--- src/rtl/if_pkg.sv ---
// Shared definitions for the instruction-fetch queue: PC step, FSM state codes, fetch entry.
package if_pkg;

    localparam int unsigned PC_INC  = 4;
    localparam int unsigned IF_XLEN = 32;
    localparam int unsigned IF_ILEN = 32;

    typedef logic [0:0] if_state_t;
    localparam if_state_t S_RUN   = 1'b0;
    localparam if_state_t S_FLUSH = 1'b1;

    // Default-width entry; the top builds its own from XLEN/ILEN.
    typedef struct packed {
        logic [IF_XLEN-1:0] pc;
        logic [IF_ILEN-1:0] inst;
    } fetch_entry_t;

endpackage

--- src/rtl/fetch_fifo.sv ---
// Circular buffer for fetched instructions with synchronous clear and occupancy count.
module fetch_fifo
    import if_pkg::*;
#(
    parameter int unsigned DEPTH = 4,
    parameter int unsigned WIDTH = 64
) (
    input  logic                   i_clk,
    input  logic                   i_rst,
    input  logic                   i_push,
    input  logic                   i_pop,
    input  logic                   i_clear,
    input  logic [WIDTH-1:0]       i_data,
    output logic [WIDTH-1:0]       o_data,
    output logic                   o_full,
    output logic                   o_empty,
    output logic [$clog2(DEPTH):0] o_count
);

    localparam int unsigned PW = $clog2(DEPTH);

    logic [WIDTH-1:0] mem_q [DEPTH];
    logic [PW-1:0]    head_q;
    logic [PW-1:0]    tail_q;
    logic [PW:0]      count_q;
    logic             do_pop;

    assign do_pop  = i_pop && !o_empty;
    assign o_full  = (count_q == (PW+1)'(DEPTH));
    assign o_empty = (count_q == '0);
    assign o_count = count_q;
    assign o_data  = mem_q[head_q];

    // Pointers wrap naturally because DEPTH is a power of two.
    always_ff @(posedge i_clk) begin
        if (i_rst || i_clear) begin
            head_q  <= '0;
            tail_q  <= '0;
            count_q <= '0;
        end else begin
            if (i_push) begin
                tail_q <= tail_q + PW'(1);
            end
            if (do_pop) begin
                head_q <= head_q + PW'(1);
            end
            case ({i_push, do_pop})
                2'b10:   count_q <= count_q + (PW+1)'(1);
                2'b01:   count_q <= count_q - (PW+1)'(1);
                default: count_q <= count_q;
            endcase
        end
    end

    always_ff @(posedge i_clk) begin
        if (i_push && !i_clear && !i_rst) begin
            mem_q[tail_q] <= i_data;
        end
    end

endmodule

--- src/rtl/if_fetch_queue.sv ---
// Instruction-fetch stage: PC, credit-limited imem requests, fetch queue, redirect flush.
// Optional perf counters when IF_FETCH_QUEUE_PERF_EN is defined.
module if_fetch_queue
    import if_pkg::*;
#(
    parameter int unsigned     XLEN     = 32,
    parameter int unsigned     ILEN     = 32,
    parameter int unsigned     DEPTH    = 4,
    parameter logic [XLEN-1:0] RESET_PC = 32'h00000000
) (
    input  logic            i_clk,
    input  logic            i_rst,
    input  logic            i_redirect,
    input  logic [XLEN-1:0] i_redirect_pc,
    output logic            o_imem_req,
    output logic [XLEN-1:0] o_imem_addr,
    input  logic [ILEN-1:0] i_imem_rdata,
    output logic            o_valid,
    input  logic            i_ready,
    output logic [ILEN-1:0] o_inst,
    output logic [XLEN-1:0] o_pc,
`ifdef IF_FETCH_QUEUE_PERF_EN
    output logic [31:0]     o_fetch_cnt,
    output logic [31:0]     o_flush_cnt,
`endif
    output logic [XLEN-1:0] o_pc_plus4
);

    localparam int unsigned CW = $clog2(DEPTH) + 1;

    typedef struct packed {
        logic [XLEN-1:0] pc;
        logic [ILEN-1:0] inst;
    } entry_t;

    logic [XLEN-1:0] pc_q;
    logic [XLEN-1:0] req_pc_q;
    logic            inflight_q;
    if_state_t       state_q;
    if_state_t       state_d;

    logic            kill;
    logic            push;
    logic            pop;
    logic            full;
    logic            empty;
    logic [CW-1:0]   count;
    logic [CW:0]     credit_use;
    entry_t          wr_entry;
    entry_t          head_entry;

    // Outstanding request counts against queue space so a response always has a slot.
    assign credit_use  = {1'b0, count} + {{CW{1'b0}}, inflight_q};
    assign o_imem_req  = !i_rst && !i_redirect && (credit_use < (CW+1)'(DEPTH));
    assign o_imem_addr = pc_q;

    assign kill = (state_q == S_FLUSH);
    assign push = inflight_q && !kill && !i_redirect;
    assign pop  = o_valid && i_ready;

    assign wr_entry.pc   = req_pc_q;
    assign wr_entry.inst = i_imem_rdata;

    fetch_fifo #(
        .DEPTH (DEPTH),
        .WIDTH (XLEN + ILEN)
    ) u_fifo (
        .i_clk   (i_clk),
        .i_rst   (i_rst),
        .i_push  (push),
        .i_pop   (pop),
        .i_clear (i_redirect),
        .i_data  (wr_entry),
        .o_data  (head_entry),
        .o_full  (full),
        .o_empty (empty),
        .o_count (count)
    );

    assign o_valid    = !empty;
    assign o_inst     = head_entry.inst;
    assign o_pc       = head_entry.pc;
    assign o_pc_plus4 = head_entry.pc + XLEN'(PC_INC);

    always_comb begin
        state_d = state_q;
        case (state_q)
            S_RUN:   if (i_redirect && inflight_q) state_d = S_FLUSH;
            S_FLUSH: state_d = i_redirect ? S_FLUSH : S_RUN;
            default: state_d = S_RUN;
        endcase
    end

    always_ff @(posedge i_clk) begin
        if (i_rst) begin
            pc_q       <= RESET_PC;
            req_pc_q   <= RESET_PC;
            inflight_q <= 1'b0;
            state_q    <= S_RUN;
        end else begin
            inflight_q <= o_imem_req;
            state_q    <= state_d;
            if (o_imem_req) begin
                req_pc_q <= pc_q;
            end
            if (i_redirect) begin
                pc_q <= {i_redirect_pc[XLEN-1:2], 2'b00};
            end else if (o_imem_req) begin
                pc_q <= pc_q + XLEN'(PC_INC);
            end
        end
    end

`ifdef IF_FETCH_QUEUE_PERF_EN
    logic [31:0] fetch_cnt_q;
    logic [31:0] flush_cnt_q;

    always_ff @(posedge i_clk) begin
        if (i_rst) begin
            fetch_cnt_q <= '0;
            flush_cnt_q <= '0;
        end else begin
            if (push) fetch_cnt_q <= fetch_cnt_q + 32'd1;
            if (i_redirect) flush_cnt_q <= flush_cnt_q + 32'd1;
        end
    end

    assign o_fetch_cnt = fetch_cnt_q;
    assign o_flush_cnt = flush_cnt_q;
`endif

    always_ff @(posedge i_clk) begin
        if (!i_rst) begin
            assert (!(push && full));
        end
    end

endmodule

--- config.mk ---
export PLATFORM = sky130hd
export DESIGN_NAME = if_fetch_queue
export DESIGN_NICKNAME = d
export VERILOG_FILES = /design/src/rtl/if_pkg.sv /design/src/rtl/fetch_fifo.sv /design/src/rtl/if_fetch_queue.sv
export SDC_FILE = /design/constraint.sdc
export NUM_CORES = 1
export LEC_CHECK = 0
export BUFFER_PORTS_ARGS = -buffer_cell sky130_fd_sc_hd__buf_2
export CORE_MARGIN = 4
export CORE_UTILIZATION = 25
export CTS_CLUSTER_DIAMETER = 150
export DETAILED_ROUTE_END_ITERATION = 10
export PLACE_DENSITY = 0.51
export SETUP_SLACK_MARGIN = 0.1
export SYNTH_ARGS = -nofsm -noshare
export SYNTH_HDL_FRONTEND = slang
export SYNTH_SLANG_ARGS = --single-unit
--- constraint.sdc ---
create_clock -name i_clk -period 3 [get_ports i_clk]
set_clock_uncertainty 0.15 [all_clocks]
set_input_delay 0.6 -clock i_clk [delete_from_list [all_inputs] [get_ports i_clk]]
set_output_delay 0.6 -clock i_clk [all_outputs]
set_load 0.02 [all_outputs]
======== After elaboration in Yosys (flattened, before gate mapping) ========
Memories as Yosys holds them, arrays and structs flattened. A register that Yosys moved wholly into a read port is not among the register bits.
Index checks and enable logic that the tools add are counted.
word-level totals
  flip-flop bits (word level) ............. 73
  bits in latches ......................... 0
  RAM bits ................................ 256
  bits in read-only memories .............. 0
  input port bits ......................... 68
  memories ................................ 1
operators by class
  add/subtract/negate cells ............... 7
  $mul .................................... 0
  divide/modulo/power cells ............... 0
  $lt $le $gt $ge ......................... 1
  equal/unequal tests ..................... 2
  shift operators ......................... 0
  mux-type cells .......................... 10
  bitwise gates (word level) .............. 1
  reduce and logical (&&, ||, !) cells .... 18
memory list
  name          words  width  read ports  clocked after memory_dff  write ports  RTL line          text
  u_fifo.mem_q  4      64     1           1                         1            fetch_fifo.sv:22  logic [WIDTH-1:0] mem_q [DEPTH];
operator list
  cell                   number
  $add 32x3->32 const B  2
  $mux 32                2
  $logic_and 1x1->1      9
  $pmux 3 s2             1
  $add 2x1->2 const B    2
  $add 3x1->4            1
  $logic_not 1->1        4
  $lt 4x3->1 const B     1
  $mux 1                 4
  $mux 2                 2
  $reduce_bool 2->1      2
  $add 3x1->3 const B    1
  $logic_not 3->1        1
  $sub 3x1->3 const B    1
  $eq 2x1->1 const B     1
  $eq 2x2->1 const B     1
  $pmux 1 s2             1
  $reduce_or 2->1        1
  $logic_or 1x1->1       1
  $not 1->1              1

======== Logic depth before layout (Yosys ltp) ========
Gate-level depths: netlist of run 1.
  word-level depth ........................ 7
  depth in mapped cells ................... 10

======== Cells and area by module ========
Synthesis of run 1 repeated with hierarchy kept, for this count alone.
unflattened totals
  cell total of the unflattened synthesis .. 817
  area total of the unflattened synthesis .. 13005.0 um^2
by module, submodules not included
  module          instances  cells an instance  area each (um^2)  sequential area each (um^2)
  fetch_fifo      1          386                9674.3            7867.5
  if_fetch_queue  1          431                3330.7            1241.2

======== Worst setup path before layout of run 1 ========
No wires, ideal clock.
  path type ............................... in2reg
  start point ............................. input port i_redirect
  end point ............................... memory u_fifo.mem_q[0][0], enable pin
  library setup time ...................... 0.427 ns
  arrival ................................. 2.608 ns
  required time ........................... 2.423 ns
  path slack .............................. -0.185 ns
  cell stages on the path ................. 4
  path buffers ............................ 2
  path through ............................ buf_2 -> clkbuf_1 -> nor2_1 -> and3_1
between the ends
  word-level cells in the longest chain between the ends .. 6
RTL lines
  item                              RTL line                                text
  from (decl)                       if_fetch_queue.sv:13                    input logic i_redirect,
  $logic_not 1->1 *                 fetch_fifo.sv:56, if_fetch_queue.sv:58
  $logic_and 1x1->1                 if_fetch_queue.sv:58                    assign push = inflight_q && !kill && !i_redirect;
  $logic_and 1x1->1 * (2 in a row)  fetch_fifo.sv:56                        if (i_push && !i_clear && !i_rst) begin
  $mux 1 *                          fetch_fifo.sv:56
  $mux 1 (not written as such) *    fetch_fifo.sv:57                        mem_q[tail_q] <= i_data;
  to (decl)                         fetch_fifo.sv:22
Every way passes the cells marked *; elsewhere a longest branch is shown, timed or not.

==> results.py, run 1 <==
metrics = {
    "critical_path": {
        "worstPathCellList": "buf_12 > mux4_2 > and3_4 > and4bb_1 > buf_12 > nand4b_1 > xnor2_2 > buf_4",
        "critical_path_class": "reg -> out",
        "r2r_cells": 7,
        "critPathLaunchType": "flip-flop",
        "crit_path_end_kind": "primary output",
        "slowest_stage": "mux4_2",
        "r2r_start": "o_imem_addr[2]",
        "crit_required_ns": 2.25,
        "reg2reg_to": "o_imem_addr[26]",
        "r2r_setup_slack_ns": 0.56,
        "crit_fanout": 11,
        "cp.arrival_ns": 2.66,
        "cpPeakStageDelay_ns": 0.52,
        "path_common_cell": "buf_12",
    },
    "logic_synthesis": {
        "synth.area.top_cells": "edfxtp_1, dfxtp_1, mux4_2",
        "seq_area_frac_synth": 0.6902,
        "synthCells": 842,
        "syn_area_um2": 12850,
        "synthFlopType": "edfxtp_1",
        "synth-seq-cells": 319,
        "avgSynthCellArea_um2": 15.26,
        "yosysTopAreaCellShare": 0.5796,
        "synth_cell_types": 52,
        "synth_warnings": 0,
        "ys_async_sr_fraction": 0,
        "synth_top_area_cell": "edfxtp_1",
        "synth_edf_count": 248,
    },
    "finish": {
        "layoutNonFillerInstCount": 1803,
        "multi_input_comb_area_um2": 3910,
        "seqCellArea_um2": 8874,
        "fill_cells": 4976,
        "mostFrequentLayoutCell": "edfxtp_1",
        "area_growth_pct": 30.54,
        "nets": 1183,
        "drive_above_1_share": 0.3894,
        "stdcell_area_um2": 16770,
        "layout_common_cells": "edfxtp_1, buf_2, nand2_1",
        "final_util": 0.3323,
    },
    "die": {
        "fp.dieW_um": 234.7,
        "io_pins": 198,
        "row_count": 82,
        "core_area_um2": 50480,
        "die_area_um2": 55090,
        "initial_utilization": 0.2546,
        "die_h_um": 234.7,
    },
    "detailed_routing": {
        "vias_per_cell": 4.481,
        "drt_iter0_drc": 463,
        "drtAntennaViolNets": 0,
        "drcViolationCount": 0,
        "dr.pass1.iters": 4,
        "routed.top_layer": "met4",
        "vias": 8079,
        "wirelength_um": 33580,
        "wl_met1_um": 15900,
        "wl_met2_um": 15110,
        "wl_per_cell_um": 18.62,
        "wl_met3_um": 2217,
    },
    "timing": {
        "slew_headroom": 0.5478,
        "setup_ws_ns": -0.4102,
        "rsz0062_at_grt": "yes",
        "finalHoldViolCount": 0,
        "tightest_slew_ns": 0.6783,
        "finalCriticalPeriod_ns": 3.410,
        "slew_violations": 0,
        "setup_violations": 28,
        "fin_crit_sh": 1.137,
        "fmax_mhz": 293.2,
    },
    "clock_network": {
        "clockBufferDepth": 3,
        "cts_tree": "done",
        "cts_max_level": 2,
        "cts.sinks": 319,
        "clk_pin_slew_ns": 0.06,
        "root_buffer": "clkbuf_16",
        "holdBufCountCts": 0,
        "clock_latency_ns": 0.52,
        "numCtsBuffers": 35,
    },
    "status": {
        "violations": "negative setup slack",
        "status": "finished with violations",
    },
    "placed_design": {
        "preCtsSetupSlack_ns": -0.2756,
        "place_area_um2": 15230,
        "hpwl_um": 22950,
        "gp_congestion": 0.7518,
        "numPlacedInstances": 1731,
        "port_buffers": 189,
    },
    "min_path": {
        "hp-start": "i_imem_rdata[20]",
        "hp-class": "in -> reg",
        "whs_endpoint": "u_fifo.mem_q[1][20]",
        "hold-path-cell-count": 1,
    },
    "global_route": {
        "grt_pass1_wl_um": 50980,
        "antenna_found_initial": 0,
        "grt_pass1_vias": 8154,
        "grt-ovfl-total": 0,
        "grt_use_total": 0.1177,
        "grt_max_degree": 67,
    },
    "power_and_ir_drop": {
        "peakVddDrop_mv": 0.2686,
        "power.density_nw_per_um2": 558.4,
        "p_leak_nw": 6.067,
    },
    "run": {
        "cap_viol_max_count": 0,
    },
}
## per-layer routing
layer,global-route usage,up-vias
li1,-,3765
met1,0.1728,4035
met2,0.1777,251
met3,0.03049,28
met4,0.02238,0
met5,0,-
## worst max path at each step
| stage | from | endpoint | cells after the start |
|---|---|---|---|
| 6_report | flip-flop | o_pc_plus4[31] | 8 |
| 5_1_grt | flip-flop | o_pc_plus4[31] | 8 |
| 4_1_cts | flip-flop | o_pc_plus4[31] | 8 |
| 3_5_place_dp | flip-flop | o_pc_plus4[31] | 7 |
| 3_3_place_gp | flip-flop | o_pc_plus4[23] | 7 |
| 2_1_floorplan | flip-flop | o_pc_plus4[25] | 8 |
## final cells by class
type                       count  share of cell area
sequential                   319              0.5290
multi-input combinational    459              0.2331
timing repair buffer         279              0.1193
clock buffer                  45             0.05713
tap                          672             0.05012
clock inverter                15            0.008279
inverter                      13            0.002984
antenna                        1           0.0001492
## synth_stat cells, types with 2 or more instances
library cell  instances
and2_1                4
nor3_1                6
or3_1                 9
and4_1                3
a22oi_1               3
dfxtp_1              71
or4_1                 3
nor3_2                3
buf_4                 8
nand2b_1              2
o211ai_1              3
inv_1                12
and3_1               16
a41oi_1               3
a221oi_1              2
mux2_2                4
a21oi_1              50
o21ai_0              17
edfxtp_1            248
mux4_2               62
a32oi_1               4
xor2_1               10
xnor2_1              23
nand2_1             104
ha_1                  7
nand4_1              21
or2_2                 2
buf_2                14
nor2_1               37
nor4_1                3
nand3_1              14
buf_6                 3
a21o_1                2
nand4b_1              2
a31oi_1              21
clkbuf_1             29
or2_1                 2
## sequential cells by signal (all words and copies together) (netlist names), named ones only
| name | cells |
|---|---|
| u_fifo.mem_q | 248 |
| o_imem_addr | 30 |
| req_pc_q | 30 |
| u_fifo.o_count | 3 |
| u_fifo.head_q | 2 |
| u_fifo.tail_q | 2 |
| inflight_q | 1 |
| kill | 1 |
## worst max-delay path: cells and delay by family (launching register included)
family	cells	cell delay [ns]
buffers and inverters	3	0.47
xor gates and xnor gates	1	0.13
and+or+nand+nor	3	0.57
DFF	1	0.44
muxes	1	0.52
## stage by stage
stage / TNS [ns] / hold WS, ns / total power, mW
5_1_grt: -12.11 / 0.1349 / 9.740
2_1_floorplan: 0 / 0.3073 / 5.150
4_1_cts: -10.09 / 0.1295 / 9.501
6_report: -8.693 / 0.1569 / 9.367
3_3_place_gp: -1.542 / 0.3276 / 5.334
3_5_place_dp: -1.689 / 0.3341 / 5.343
## report_power, final
part | internal [mW] | switching, mW
logic | 0.153 | 0.250
clock network | 2.43 | 1.68
registers | 4.79 | 0.0601
## timing repair
action                                  CTS  global route
pin swaps                                13            14
gates resized for setup                  72            16
endpoints found under the setup margin   68            64
buffers inserted                          6             4
hold endpoints to repair                  0             0
gates cloned                              1             0
## cell families (layout without fill, tap and decap cells)
family | Yosys count | count (layout) | share of synthesized area
mux | 66 | 66 | 0.1122
flops | 319 | 319 | 0.6902
buf+inv | 69 | 352 | 0.02658
compound gates | 109 | 109 | 0.04985
fa+ha+maj | 8 | 8 | 0.008374
xor+xnor | 33 | 33 | 0.02249
other cells | 1 | 7 | 0.0002918
simple gates | 237 | 237 | 0.09007
No activity file was read; power rests on OpenSTA's default activity.
==> run 2, diff against run 1 <==
--- a/config.mk
+++ b/config.mk
@@ -15,3 +15,4 @@
 export SYNTH_ARGS = -nofsm -noshare
 export SYNTH_HDL_FRONTEND = slang
 export SYNTH_SLANG_ARGS = --single-unit
+export TNS_END_PERCENT = 20
==> results.py, run 2 (synthesis results as in run 1) <==
metrics = {
    "global_route": {
        "grt_max_degree": 52,
        "met2_usage": 0.1693,
        "grt_use_met3": 0.03189,
        "grt.busiest_layer": "met2",
        "met1_usage": 0.1663,
        "grt_pass1_wl_um": 49480,
        "grt-ovfl-total": 0,
        "grt_use_total": 0.1149,
        "antenna_found_initial": 0,
        "grt_pass1_vias": 7927,
    },
    "die": {
        "core_area_um2": 50480,
        "fp.dieW_um": 234.7,
        "row_count": 82,
        "io_pins": 198,
        "die_area_um2": 55090,
        "initial_utilization": 0.2546,
        "die_h_um": 234.7,
    },
    "timing": {
        "slew_violations": 0,
        "finalCriticalPeriod_ns": 3.421,
        "finalHoldViolCount": 0,
        "setup_ws_ns": -0.4207,
        "setup_violations": 27,
        "tightest_slew_ns": 0.5694,
        "fmax_mhz": 292.3,
        "fin_crit_sh": 1.140,
        "holdWs_ns": 0.1355,
        "slew_headroom": 0.6204,
        "rsz0062_at_grt": "yes",
    },
    "min_path": {
        "hp-start": "i_imem_rdata[14]",
        "hp-class": "in -> reg",
        "hold-path-cell-count": 1,
        "whs_endpoint": "u_fifo.mem_q[1][14]",
    },
    "detailed_routing": {
        "vias_per_cell": 4.487,
        "wirelength_um": 32620,
        "drcViolationCount": 0,
        "dr.pass1.iters": 5,
        "wl_per_cell_um": 18.26,
        "drt_iter0_drc": 481,
        "drtAntennaViolNets": 0,
        "vias": 8013,
    },
    "finish": {
        "largest-register": "u_fifo.mem_q",
        "area_growth_pct": 27.78,
        "nets": 1168,
        "largest_reg_flops": 248,
        "mostFrequentLayoutCell": "edfxtp_1",
        "n_antenna_cell": 0,
        "layoutNonFillerInstCount": 1786,
        "drive_above_1_share": 0.3680,
        "layout_common_cells": "edfxtp_1, buf_2, nand2_1",
    },
    "critical_path": {
        "crit_fanout": 7,
        "r2r_start": "o_imem_addr[2]",
        "r2r_cells": 7,
        "cp.arrival_ns": 2.67,
        "crit_path_end_kind": "primary output",
        "critical_path_class": "reg -> out",
        "crit_required_ns": 2.25,
        "critPathLaunchType": "flip-flop",
        "reg2reg_to": "o_imem_addr[26]",
        "r2r_setup_slack_ns": 0.57,
    },
    "clock_network": {
        "clk_pin_slew_ns": 0.05,
        "clock_latency_ns": 0.53,
        "clockBufferDepth": 3,
        "cts.sinks": 319,
        "cts_max_level": 2,
        "root_buffer": "clkbuf_16",
        "numCtsBuffers": 36,
        "holdBufCountCts": 0,
        "cts_tree": "done",
    },
    "power_and_ir_drop": {
        "p_sw_mw": 2.002,
        "p_seq_frac": 0.524,
        "p_total_mw": 9.253,
        "swShare": 0.2163,
        "p_comb_frac": 0.043,
        "peakVddDrop_mv": 0.2848,
        "clkPwrFrac": 0.433,
        "p_int_mw": 7.251,
        "power.density_nw_per_um2": 563.5,
        "p_leak_nw": 5.841,
    },
    "status": {
        "violations": "negative setup slack",
        "status": "finished with violations",
    },
    "placed_design": {
        "hpwl_um": 22470,
        "gp_congestion": 0.7504,
        "port_buffers": 189,
        "numPlacedInstances": 1714,
        "preCtsSetupSlack_ns": -0.1387,
    },
    "run": {
        "cap_viol_max_count": 0,
    },
}
[run 2: changes by cell type in the layout (fill, tap and decap cells not counted), sizes merged]
| cell | previous run | this run |
|---|---|---|
| buf | 278 | 263 |
| clkinv | 11 | 8 |
| diode | 1 | 0 |
| inv | 14 | 13 |
| bufbuf | 1 | 0 |
| clkinvlp | 1 | 3 |
| clkbuf | 45 | 49 |
| bufinv | 2 | 0 |
[run 2: power groups by stage]
| stage | clock network (mW) | logic [mW] | registers [mW] |
|---|---|---|---|
| global placement | 0 | 0.386 | 4.94 |
| CTS | 4.16 | 0.399 | 4.85 |
| floorplan | 0 | 0.196 | 4.95 |
| global route | 4.35 | 0.436 | 4.86 |
| finish | 4.00 | 0.397 | 4.85 |
| detailed placement | 0 | 0.391 | 4.95 |
[run 2: how the worst max path moves through the flow]
stage	startpoint	end	slack [ns]	cells past startpoint
2_1_floorplan	i_redirect	u_fifo.mem_q[1][0]	-0.18	4
3_3_place_gp	flip-flop	o_pc_plus4[31]	-0.13	7
3_5_place_dp	flip-flop	o_pc_plus4[31]	-0.14	7
4_1_cts	flip-flop	o_pc_plus4[22]	-0.48	8
5_1_grt	flip-flop	o_pc_plus4[22]	-0.55	8
6_report	flip-flop	o_pc_plus4[15]	-0.42	9
[run 2: timing repair]
action	CTS	global route
buffers inserted	5	7
resized for setup	54	22
gates cloned	0	0
setup endpoints to repair	71	61
pin swaps	9	18
[run 2: worst max-delay path: stages (launching register included)]
cell and delay [ns]:
dfxtp_4 0.40, buf_4 0.15, mux4_2 0.36, nand4_1 0.15, buf_4 0.18, or2_4 0.26, buf_12 0.15, nor3_4 0.15
xor2_1 0.19, buf_4 0.17
[run 2: area by class of cell]
| type | instances | area, µm² |
|---|---|---|
| tap | 672 | 840.8 |
| fill | 5064 | 34060 |
| inverter | 13 | 50.05 |
| multi-input combinational | 459 | 3787 |
| timing repair buffer | 263 | 1812 |
| clock buffer | 49 | 991.0 |
| sequential | 319 | 8874 |
| clock inverter | 11 | 65.06 |
[run 2: stage by stage]
step                      area (µm²)  TNS (ns)    util
after floorplan                12870    -34.37       -
after CTS                      16270    -14.87  0.3223
after global routing           16420    -14.81  0.3253
after global placement         14990   -0.7419  0.2970
final                          16420    -9.082  0.3253
after detailed placement       14990   -0.7947  0.2970
[run 2: metal layers]
metal / share of wire / vias to the layer above
li1: - / 3731
met1: 0.47 / 3985
met2: 0.44 / 250
met3: 0.069 / 47
met4: 0.022 / 0
met5: 0 / -
